<file path="src/rtl/xor_syndrome_pkg.sv">
// rtl/xor_syndrome_pkg.sv - shared defaults and width helper for the XOR syndrome pipeline
package xor_syndrome_pkg;

  localparam int XS_WIDTH_DEF  = 11;
  localparam int XS_STAGES_DEF = 2;
  localparam int XS_CNT_W_DEF  = 16;

  // Bits needed to hold a popcount of w bits (0..w inclusive).
  function automatic int clog2_p1(input int w);
    return $clog2(w + 1);
  endfunction

endpackage

</file>
<file path="src/rtl/xor_pipe_slice.sv">
// rtl/xor_pipe_slice.sv - one valid+data register slice with load enable
module xor_pipe_slice
  import xor_syndrome_pkg::*;
#(
  parameter int WIDTH = XS_WIDTH_DEF
) (
  input  logic             clk,
  input  logic             rst,
  input  logic             load,
  input  logic             in_valid,
  input  logic [WIDTH-1:0] in_data,
  output logic             valid,
  output logic [WIDTH-1:0] data
);

  // Capture the upstream beat (or bubble) whenever this slot is allowed to advance.
  always_ff @(posedge clk or posedge rst) begin
    if (rst) begin
      valid <= 1'b0;
      data  <= '0;
    end else if (load) begin
      valid <= in_valid;
      data  <= in_data;
    end
  end

endmodule

</file>
<file path="src/rtl/xor_syndrome_pipe.sv">
// rtl/xor_syndrome_pipe.sv - pipelined a^b syndrome with handshake, error count; popcount under XOR_SYND_WEIGHT_EN
module xor_syndrome_pipe
  import xor_syndrome_pkg::*;
#(
  parameter int WIDTH  = XS_WIDTH_DEF,
  parameter int STAGES = XS_STAGES_DEF,
  parameter int CNT_W  = XS_CNT_W_DEF
) (
  input  logic                         clk,
  input  logic                         rst,
  input  logic                         in_valid,
  output logic                         in_ready,
  input  logic [WIDTH-1:0]             a,
  input  logic [WIDTH-1:0]             b,
  output logic                         out_valid,
  input  logic                         out_ready,
  output logic [WIDTH-1:0]             out,
  output logic                         nonzero,
  output logic [clog2_p1(WIDTH)-1:0]   weight,
  output logic [CNT_W-1:0]             err_count
);

  localparam int WW = clog2_p1(WIDTH);

  logic [STAGES-1:0] v;
  logic [WIDTH-1:0]  d [STAGES];
  logic [STAGES:0]   adv;

  // A slot may advance if it is empty or everything downstream of it advances.
  always_comb begin
    adv         = '0;
    adv[STAGES] = out_ready;
    for (int k = STAGES - 1; k >= 0; k--) begin
      adv[k] = ~v[k] | adv[k+1];
    end
  end

  assign in_ready = adv[0];

  for (genvar k = 0; k < STAGES; k++) begin : g_slice
    logic             up_v;
    logic [WIDTH-1:0] up_d;
    if (k == 0) begin : g_first
      assign up_v = in_valid;
      assign up_d = a ^ b;
    end else begin : g_next
      assign up_v = v[k-1];
      assign up_d = d[k-1];
    end
    xor_pipe_slice #(.WIDTH(WIDTH)) u_slice (
      .clk      (clk),
      .rst      (rst),
      .load     (adv[k]),
      .in_valid (up_v),
      .in_data  (up_d),
      .valid    (v[k]),
      .data     (d[k])
    );
  end

  assign out_valid = v[STAGES-1];
  assign out       = d[STAGES-1];
  assign nonzero   = out_valid & (|out);

`ifdef XOR_SYND_WEIGHT_EN
  // Popcount of the presented syndrome, forced to zero while no beat is presented.
  always_comb begin
    weight = '0;
    if (out_valid) begin
      for (int i = 0; i < WIDTH; i++) begin
        weight = weight + WW'(out[i]);
      end
    end
  end
`else
  assign weight = '0;
`endif

  // Count delivered non-zero syndromes, sticking at all-ones.
  always_ff @(posedge clk or posedge rst) begin
    if (rst) begin
      err_count <= '0;
    end else if (out_valid && out_ready && nonzero && !(&err_count)) begin
      err_count <= err_count + 1'b1;
    end
  end

endmodule

</file>
<file path="config.mk">
export PLATFORM = sky130hd
export DESIGN_NAME = xor_syndrome_pipe
export DESIGN_NICKNAME = d
export VERILOG_FILES = /design/src/rtl/xor_syndrome_pkg.sv /design/src/rtl/xor_pipe_slice.sv /design/src/rtl/xor_syndrome_pipe.sv
export SDC_FILE = /design/constraint.sdc
export NUM_CORES = 1
export LEC_CHECK = 0
export BUFFER_PORTS_ARGS = -buffer_cell sky130_fd_sc_hd__buf_2
export CORE_ASPECT_RATIO = 0.6
export CORE_MARGIN = 4
export CORE_UTILIZATION = 40
export DETAILED_ROUTE_END_ITERATION = 7
export PLACE_DENSITY = 0.67
export SLEW_MARGIN = 0
export SYNTH_ARGS = -nofsm -noshare
export SYNTH_HDL_FRONTEND = slang
export SYNTH_SLANG_ARGS = --single-unit
</file>
<file path="constraint.sdc">
create_clock -name clk -period 3.85 [get_ports clk]
set_input_delay 0.9625 -clock clk [delete_from_list [all_inputs] [get_ports clk]]
set_output_delay 0.9625 -clock clk [all_outputs]
set_load 0.01 [all_outputs]
</file>
After elaboration in Yosys (flattened, before gate mapping)

Index checks and enable logic that the tools add are counted.

Add/subtract/negate cells: 1
Bitwise gates (word level): 6
Reductions and logical operators: 6

Operators with widths:

| cell                                                             | number |
|---|---|
| 16-bit by 1-bit adder with 16-bit output (second input constant) | 1 |
| 16-bit AND reduction                                             | 1 |
| 11-bit OR reduction                                              | 1 |
| 11-bit bitwise XOR                                               | 1 |
| 1-bit logical AND                                                | 3 |
| 1-bit NOT                                                        | 2 |
| 1-bit OR                                                         | 2 |
| 1-bit AND                                                        | 1 |
| 1-bit logical NOT                                                | 1 |

Bits in registers: 40
Input port bits: 26
Output and inout port bits: 34

Depth between registers and ports, before layout

Gate-level depths: netlist (run 1).

Depth in word-level cells: 4
Mapped depth: 6
Mapped depth without buffers: 5

Modules after synthesis

Synthesis (run 1) repeated with hierarchy kept, for this count alone.

Cells, all modules: 151
Area total of the unflattened synthesis: 1,943.1 um^2

Modules (own cells, without submodules):

| module            | instances | cells each | area an instance (um^2) | sequential area each (um^2) |
|---|---|---|---|---|
| xor_pipe_slice    | 2         | 26         | 488.0                   | 300.3 |
| xor_syndrome_pipe | 1         | 99         | 967.2                   | 400.4 |

Worst setup path after synthesis (run 1)

Ideal clock, no wire load.

Path kind: in2out
From: input out_ready
To: output in_ready
Arrival time: 1.459 ns
Data required time: 2.888 ns
Setup slack: 1.428 ns
Cell stages on the path: 2
Buffers on the path: 1
Cells stage by stage: nand3b_1 > clkbuf_1

Longest elaborated chain between the ends: 2

RTL lines:

| item                   | line                    | RTL |
|---|---|---|
| from (decl)            | xor_syndrome_pipe.sv:16 | `input logic out_ready,` |
| 1-bit OR (2 in series) | xor_syndrome_pipe.sv:34 | `adv[k] = ~v[k] \| adv[k+1];` |
| to (decl)              | xor_syndrome_pipe.sv:12 | `output logic in_ready,` |

No other way between the ends.

Final worst setup path (run 1)

Same ends and word-level chain as after synthesis.

==> results of run 1 <==
[cell type report]
cell class,instances,share of cell area
clock buffer,6,0.03150
multi-input combinational,113,0.3536
clock inverter,2,0.01521
inverter,4,0.006518
timing repair buffer,57,0.1260
sequential,40,0.4345
tap,60,0.03259
[cells in the final DEF, fill, tap and decap left out, types with 2 or more instances in the layout]
master | netlist | routed
buf_2 | 3 | 55
dfrtp_1 | 40 | 40
xnor2_1 | 22 | 22
nor2_1 | 15 | 15
mux2_2 | 13 | 13
a21oi_1 | 12 | 12
nand4_1 | 8 | 8
nand3_1 | 7 | 7
clkbuf_8 | 0 | 5
nand2_1 | 4 | 4
inv_1 | 4 | 4
nand2b_1 | 4 | 4
conb_1 | 1 | 4
and4_1 | 2 | 2
and4_2 | 2 | 2
and3_1 | 2 | 2
nor4_2 | 2 | 2
nor3_1 | 2 | 2
nand4b_1 | 2 | 2
nand2_2 | 2 | 2
buf_4 | 4 | 2
[stage by stage]
step	total power, mW	cells	utilization	worst slack (ns)
5_1_grt	1.231	282	0.5355	1.234
3_5_place_dp	0.8360	274	0.5105	1.285
2_1_floorplan	0.7297	166	-	1.428
4_1_cts	1.167	282	0.5355	1.285
6_report	1.153	282	0.5355	1.287
3_3_place_gp	0.8307	274	0.5105	1.297
[worst reg2reg max path: stages, from the launching register on]
cell and delay (ns):
dfrtp_1 0.39, ha_1 0.23, and4_1 0.25, nand4_1 0.42
nand2_1 0.29, mux2_2 0.35
[power breakdown]
part / internal (mW) / switching (mW) / total (mW)
Sequential: 0.494 / 0.0761 / 0.570
Clock: 0.192 / 0.137 / 0.329
Combinational: 0.126 / 0.128 / 0.253
[flip-flops by register name, indices dropped and copies added (netlist names)]
signal	flops
g_slice.u_slice.data	22
g_slice.u_slice.valid	2
err_count	16
[cells by family after synthesis]
family	after synthesis	share of synthesized area
multiplexers	15	0.08957
adder cells (fa/ha/maj)	1	0.006683
buffers and inverters	13	0.03609
XOR/XNOR	22	0.1029
flip-flops	40	0.5348
AND/OR/NAND/NOR	57	0.1858
AO/OA/AOI/OAI	14	0.04211
other	1	0.002003
[worst min path at each step]
stage | to | slack [ns] | from | cells past startpoint
6_report | g_slice[1].u_slice.valid | 0.47 | g_slice[0].u_slice.valid | 1
5_1_grt | g_slice[1].u_slice.valid | 0.49 | g_slice[0].u_slice.valid | 1
4_1_cts | g_slice[1].u_slice.valid | 0.47 | g_slice[0].u_slice.valid | 1
3_5_place_dp | g_slice[1].u_slice.valid | 0.46 | g_slice[0].u_slice.valid | 1
3_3_place_gp | g_slice[1].u_slice.valid | 0.45 | g_slice[0].u_slice.valid | 1
2_1_floorplan | g_slice[1].u_slice.valid | 0.43 | g_slice[0].u_slice.valid | 1
[routing by layer]
layer,up-vias,global-route usage
met4,0,0.04391
met1,657,0.1930
li1,675,-
met5,-,0
met2,42,0.1923
met3,2,0.04337
==> impl_metrics.toml, run 1 <==
[clock_network]
cts_tree = "done"
clk_pin_slew_worst_paths_ns = 0.08
postCtsHoldBufs = 0
root_buffer = "clkbuf_8"
cts_resized = 0
cts.sinks = 40
post-cts-setup-buffers = 0
clockBufferDepth = 2
clk_latency_ns = 0.28
cts_made_buffers = 5
htreeDepth = 2

[global_route]
grt_max_degree = 41
grtUsageTotal = 0.1342
grt_pass1_wl_mm = 5.844
grt_pass1_vias = 1233
grt-ovfl-total = 0
antenna_found_initial = 0

[logic_synthesis]
synth_area_leaders = "dfrtp_1 (53%), xnor2_1 (10%), mux2_2 (7.8%), a21oi_1 (3.2%), nor2_1 (3.0%)"
yosys_warnings = 0
syn_area_sq_um = 1872
ys_types = 31
seq_area_frac_synth = 0.5348
netlist_instances = 163
synth_edf_count = 0
synth_top_cell_by_area = "dfrtp_1"
synth_top_area_share = 0.5348
syn_area_per_cell_sq_um = 11.48
async_flop_share = 1.000
ys_seq_elements = 40
synth.most_common_cell = "dfrtp_1"
synth_common_cells = "dfrtp_1 (40), xnor2_1 (22), nor2_1 (15)"
synth-main-ff-cell = "dfrtp_1"

[power_and_ir_drop]
p_leak_nw = 1.068
ir_worst_vdd_v = 0.0002009
powerDensity_nw_per_um2 = 500.4

[timing]
timing.slew.headroom = 0.5256
tightest_slew_ns = 0.7093
hold_viol_final = 0
hold-worst-slack_ns = 0.4713
clock.fmax_mhz = 390.2
fin_worst_skew_ns = 0.009936
finalCritPeriodShare = 0.6657
finalSetupViolations = 0
finalCriticalPeriod_ns = 2.563
drv_slew = 0
rsz0062_at_grt = "no"
setup_tns_ns = 0

[detailed_routing]
vias = 1376
top_layer = "met4"
wirelength_mm = 3.682
wl_met3_microns = 243
ant_nets = 0
post_drt_wl_per_cell_microns = 13.06
wl_met2_mm = 1.622
drtIter0Drc = 46
first_pass_iters = 4
vias_per_cell = 4.879
drcViolationCount = 0
drt-met1-wl_mm = 1.789

[finish]
final_area_sq_um = 2303
fin_nets = 248
multi_input_area_sq_um = 814.5
drive_above_1_share = 0.3919
area_growth_pct = 23.06
diodes = 0
register_area_sq_um = 1001
fillers = 392

[setup_path]
critPathMostFrequentCell = "buf_2"
start_kind = "primary input"
cp_top_family = "buffers and inverters"
critical_path_buf_inv_count = 3
cp.required_ns = 2.89
reg2regPathDepth = 5
regToRegSetupSlack_ns = 1.80
path_cells = "buf_2, nand3b_1, buf_4, buf_2"
cp-startpoint = "out_ready"
worst-path-stages = 4
crit_path_end_kind = "output port"
reg2reg_to = "err_count[1]"
r2r-start = "err_count[0]"
crit_end = "in_ready"
cp_max_fo = 24
cp_slowest_cell = "buf_4"
cp.arrival_ns = 1.60
critPathKind = "in2out"
cpPeakStageDelay_ns = 0.21

[floorplanning]
die_h_microns = 60.99
fp.dieW_microns = 96.31
core.rowCount = 18
io_pins = 60
start_util = 0.4351
dieArea_sq_um = 5873
core_sq_um = 4302

[placed_design]
placed_area_sq_um = 2196
io_buffers = 55
gp_congestion = 0.7926
dpl.hpwl_mm = 2.761

[min_path]
hp-class = "reg2reg"

[status]
status = "completed"

[job]
cap_viol_max_count = 0
(Power assumes the default switching activity.)
==> run 2, diff against run 1 <==
--- a/config.mk
+++ b/config.mk
@@ -5,12 +5,13 @@
 export SDC_FILE = /design/constraint.sdc
 export NUM_CORES = 1
 export LEC_CHECK = 0
+export ABC_AREA = 1
 export BUFFER_PORTS_ARGS = -buffer_cell sky130_fd_sc_hd__buf_2
 export CORE_ASPECT_RATIO = 0.6
 export CORE_MARGIN = 4
 export CORE_UTILIZATION = 40
 export DETAILED_ROUTE_END_ITERATION = 7
-export PLACE_DENSITY = 0.67
+export PLACE_DENSITY = 0.66
 export SLEW_MARGIN = 0
 export SYNTH_ARGS = -nofsm -noshare
 export SYNTH_HDL_FRONTEND = slang
==> constraint.sdc (replaced) <==
create_clock -name clk -period 2.6 [get_ports clk]
set_input_delay 0.65 -clock clk [delete_from_list [all_inputs] [get_ports clk]]
set_output_delay 0.65 -clock clk [all_outputs]
set_load 0.01 [all_outputs]
==> impl_metrics.toml, run 2 <==
[timing]
finalCriticalPeriod_ns = 2.161
tightest_slew_ns = 0.5199
fin_worst_skew_ns = 0.004260
finalSetupViolations = 0
timing.slew.headroom = 0.6534
clock.fmax_mhz = 462.7
rsz0062_at_grt = "no"
worst_slack_ns = 0.4386
hold_viol_final = 0
drv_slew = 0
setup_tns_ns = 0
finalCritPeriodShare = 0.8313

[logic_synthesis]
synth-main-ff-cell = "dfrtp_1"
yosys_warnings = 0
synth_top_cell_by_area = "dfrtp_1"
ys_seq_elements = 40
ys_types = 27
synth_area_leaders = "dfrtp_1 (46%), nand2_1 (17%), o21ai_0 (5.5%), xor2_1 (4.8%), inv_1 (4.3%)"
syn_area_sq_um = 2182
netlist_instances = 275
synth_top_area_share = 0.4587
async_flop_share = 1.000
synth_edf_count = 0
synth_common_cells = "nand2_1 (98), dfrtp_1 (40), inv_1 (25)"
synth.most_common_cell = "nand2_1"
syn_area_per_cell_sq_um = 7.935
seq_area_frac_synth = 0.4587

[clock_network]
cts_tree = "done"
root_buffer = "clkbuf_8"
clk_pin_slew_worst_paths_ns = 0.08
htreeDepth = 2
cts.sinks = 40
clk_latency_ns = 0.29
post-cts-setup-buffers = 0
cts_made_buffers = 5
postCtsHoldBufs = 0
cts_resized = 0
clockBufferDepth = 2

[floorplanning]
core_sq_um = 5155
fp.dieW_microns = 103.4
dieArea_sq_um = 6739
core.rowCount = 20
start_util = 0.4233
die_h_microns = 65.21
io_pins = 60

[power_and_ir_drop]
powerDensity_nw_per_um2 = 626.6
p_leak_nw = 1.392
ir_worst_vdd_v = 0.0003829
power.total_mw = 1.637

[global_route]
grt_pass1_vias = 1728
grt_max_degree = 41
antenna_found_initial = 0
grt-ovfl-total = 0
grtUsageTotal = 0.1683
grt_pass1_wl_mm = 8.852

[detailed_routing]
vias = 1904
vias_per_cell = 4.760
drcViolationCount = 0
wirelength_mm = 5.187
drtIter0Drc = 72
first_pass_iters = 4
ant_nets = 0
post_drt_wl_per_cell_microns = 12.97

[placed_design]
pre_cts_ws_ns = 0.7426
dpl.hpwl_mm = 3.877
placed_area_sq_um = 2505
io_buffers = 55
gp_congestion = 0.8128

[finish]
fin_nets = 360
largest_reg_flops = 22
fillers = 522
final_area_sq_um = 2613
drive_above_1_share = 0.2425
layout_commonest_cell = "nand2_1"
diodes = 0
top_regs = "g_slice.u_slice.data x22, err_count x16, g_slice.u_slice.valid x2"
register_area_sq_um = 1001
top_register = "g_slice.u_slice.data"
multi_input_area_sq_um = 1018
mostFrequentLayoutCells = "nand2_1 (98), buf_2 (55), dfrtp_1 (40)"
area_growth_pct = 19.72

[status]
status = "completed"

[setup_path]
cp.arrival_ns = 1.51
cp_max_fo = 10
cp.required_ns = 1.95
start_kind = "flip-flop"
critPathKind = "reg2out"
crit_path_end_kind = "output port"

[min_path]
hp-class = "in2async"

[job]
cap_viol_max_count = 0
[run 2: cell types whose count changed in the layout (fill, tap and decap cells not counted), sizes merged, moves of 4 or more]
| cell | previous run | this run |
|---|---|---|
| xnor2 | 22 | 6 |
| nand4 | 8 | 15 |
| a21oi | 12 | 1 |
| nand2b | 4 | 0 |
| nand2 | 6 | 100 |
| o21ai | 0 | 25 |
| inv | 4 | 28 |
| xor2 | 0 | 12 |
| nor2 | 15 | 24 |
| and4 | 4 | 0 |
| mux2 | 14 | 0 |
[run 2: metrics by stage]
step           cells  hold slack (ns)  utilization
2_1_floorplan    278           0.4400            -
3_3_place_gp     392           0.4845       0.4859
3_5_place_dp     392           0.4645       0.4859
4_1_cts          400           0.4888       0.5068
5_1_grt          400           0.5206       0.5068
6_report         400           0.4711       0.5068
[run 2: kinds of logic after synthesis]
group	after synthesis	synth area share
buffers and inverters	38	0.07970
AND/OR/NAND/NOR	151	0.3205
other	1	0.001719
XOR/XNOR	18	0.07225
AO/OA/AOI/OAI	26	0.06135
flip-flops	40	0.4587
adder cells (fa/ha/maj)	1	0.005733
[run 2: final timing paths]
path,startpoint,to,slack (ns),cells after the start
max in group asynchronous,rst,g_slice[1].u_slice.data[7],1.76,3
worst max register to register,err_count[0],err_count[14],0.93,8
worst max-delay path,g_slice[1].u_slice.data[2],nonzero,0.44,4
min in group clk,g_slice[0].u_slice.valid,g_slice[1].u_slice.valid,0.49,1
worst min register to register,g_slice[0].u_slice.valid,g_slice[1].u_slice.valid,0.49,1
worst min-delay path,rst,g_slice[0].u_slice.data[0],0.47,3
[run 2: worst max-delay path, cell delays in order, from the launching register on]
cell	delay, ns
dfrtp_1	0.37
nor2_1	0.05
and2_1	0.17
a21oi_2	0.40
buf_2	0.23
[run 2: layer usage]
| layer | global-route usage | part of all wire | vias to the layer above |
|---|---|---|---|
| met1 | 0.2615 | 0.50 | 864 |
| met2 | 0.2310 | 0.41 | 59 |
| met3 | 0.05196 | 0.085 | 6 |
| met5 | 0 | 0 | - |
| met4 | 0.02423 | 0.0037 | 0 |
| li1 | - | - | 975 |
[run 2: where the power goes]
group / leakage, nW / internal [mW] / switching [mW] / total [mW]
Combinational: 0.832 / 0.139 / 0.206 / 0.344
Clock: 0.0552 / 0.285 / 0.217 / 0.501
Sequential: 0.504 / 0.706 / 0.0854 / 0.791
[run 2: layout make-up]
cell class	instances	area share
clock buffer	6	0.02778
inverter	28	0.04023
clock inverter	2	0.01341
tap	66	0.03161
sequential	40	0.3831
multi-input combinational	200	0.3898
timing repair buffer	58	0.1140
==> run 3, diff against run 2 <==
==> constraint.sdc (replaced) <==
create_clock -name clk -period 2.1 [get_ports clk]
set_input_delay 0.525 -clock clk [delete_from_list [all_inputs] [get_ports clk]]
set_output_delay 0.525 -clock clk [all_outputs]
set_load 0.01 [all_outputs]
==> impl_metrics.toml, run 3 (synthesis gave the netlist of run 2 again) <==
[floorplanning]
core.rowCount = 20
die_h_microns = 65.21
dieArea_sq_um = 6739
fp.dieW_microns = 103.4
start_util = 0.4233
core_sq_um = 5155
io_pins = 60

[setup_path]
reg2regPathDepth = 8
cp.arrival_ns = 1.39
cp-startpoint = "g_slice[1].u_slice.data[8]"
regToRegSetupSlack_ns = 0.47
critPathKind = "reg2out"
crit_path_end_kind = "output port"
reg2reg_to = "err_count[13]"
crit_end = "nonzero"
r2r-start = "err_count[0]"
cp.required_ns = 1.57
start_kind = "flip-flop"
cp_max_fo = 3

[finish]
final_area_sq_um = 2641
diodes = 0
layout_commonest_cell = "nand2_1"
drive_above_1_share = 0.2455
area_growth_pct = 21.04
largest_reg_flops = 22
top_regs = "g_slice.u_slice.data x22, err_count x16, g_slice.u_slice.valid x2"
mostFrequentLayoutCells = "nand2_1 (98), buf_2 (55), dfrtp_1 (40)"
fin_nets = 361
top_register = "g_slice.u_slice.data"

[timing]
tightest_slew_ns = 0.5084
drv_slew = 0
finalSetupViolations = 0
hold_viol_final = 0
timing.slew.headroom = 0.6611
fin_worst_skew_ns = 0.006276
rsz0062_at_grt = "no"
clock.fmax_mhz = 522.7
setup_tns_ns = 0
finalCriticalPeriod_ns = 1.913
finalCritPeriodShare = 0.9111

[clock_network]
root_buffer = "clkbuf_8"
cts_made_buffers = 5
cts.sinks = 40
htreeDepth = 2
cts_tree = "done"
clk_pin_slew_worst_paths_ns = 0.08
clockBufferDepth = 2
post-cts-setup-buffers = 0
clk_latency_ns = 0.29
cts_resized = 0
postCtsHoldBufs = 0

[global_route]
grt-ovfl-total = 0
grtUsageTotal = 0.1605
antenna_found_initial = 0
grt_pass1_wl_mm = 8.383
grt_pass1_vias = 1759
grt_max_degree = 41

[power_and_ir_drop]
powerDensity_nw_per_um2 = 813.3
p_leak_nw = 1.405
ir_worst_vdd_v = 0.0005843

[detailed_routing]
drcViolationCount = 0
first_pass_iters = 4
vias_per_cell = 4.660
post_drt_wl_per_cell_microns = 12.49
drtIter0Drc = 97
ant_nets = 0
vias = 1864
wirelength_mm = 4.995

[placed_design]
gp_congestion = 0.8632
placed_area_sq_um = 2512
dpl.hpwl_mm = 3.765
io_buffers = 55

[status]
status = "completed"

[min_path]
hp-class = "in2async"

[job]
cap_viol_max_count = 0
[run 3: critical path, stage by stage (launching register included)]
cell and delay [ns]:
dfrtp_1 0.40, nor2_1 0.12, nand2_1 0.06, nor2_1 0.23
a21oi_2 0.13, buf_2 0.16
[run 3: metal layers]
layer | global-route usage | vias up | part of all wire
met3 | 0.03818 | 5 | 0.060
met5 | 0 | - | 0
met4 | 0.03877 | 0 | 0.0070
met2 | 0.2206 | 43 | 0.40
li1 | - | 977 | -
met1 | 0.2502 | 839 | 0.54
[run 3: layout make-up]
cell class | count | area, sq um
fill | 513 | 2514
multi-input combinational | 200 | 1018
inverter | 28 | 105.1
clock buffer | 5 | 68.82
timing repair buffer | 59 | 305.3
clock inverter | 2 | 60.06
tap | 66 | 82.58
sequential | 40 | 1001
[run 3: per-stage QoR]
stage	total power, mW	std cells	hold slack [ns]	setup slack, ns	util
after floorplan	1.251	278	0.4400	0.5977	-
after global placement	1.416	393	0.4817	0.5016	0.4874
after detailed placement	1.425	393	0.4827	0.4648	0.4874
after CTS	2.166	400	0.3622	0.1745	0.5124
after global routing	2.266	400	0.4133	0.05422	0.5124
final	2.148	400	0.3374	0.1867	0.5124
[run 3: worst min path at each step]
stage | cells after the start | slack, ns | start | endpoint
finish | 3 | 0.34 | rst | g_slice[0].u_slice.data[0]
global placement | 1 | 0.48 | g_slice[0].u_slice.valid | g_slice[1].u_slice.valid
floorplan | 1 | 0.44 | g_slice[0].u_slice.valid | g_slice[1].u_slice.valid
detailed placement | 1 | 0.48 | g_slice[0].u_slice.valid | g_slice[1].u_slice.valid
global route | 3 | 0.41 | rst | g_slice[0].u_slice.data[0]
CTS | 3 | 0.36 | rst | err_count[3]
[run 3: report_power, final]
part,internal [mW],total [mW],switching [mW]
clock network,0.468,0.746,0.278
logic,0.173,0.421,0.248
registers,0.874,0.981,0.107
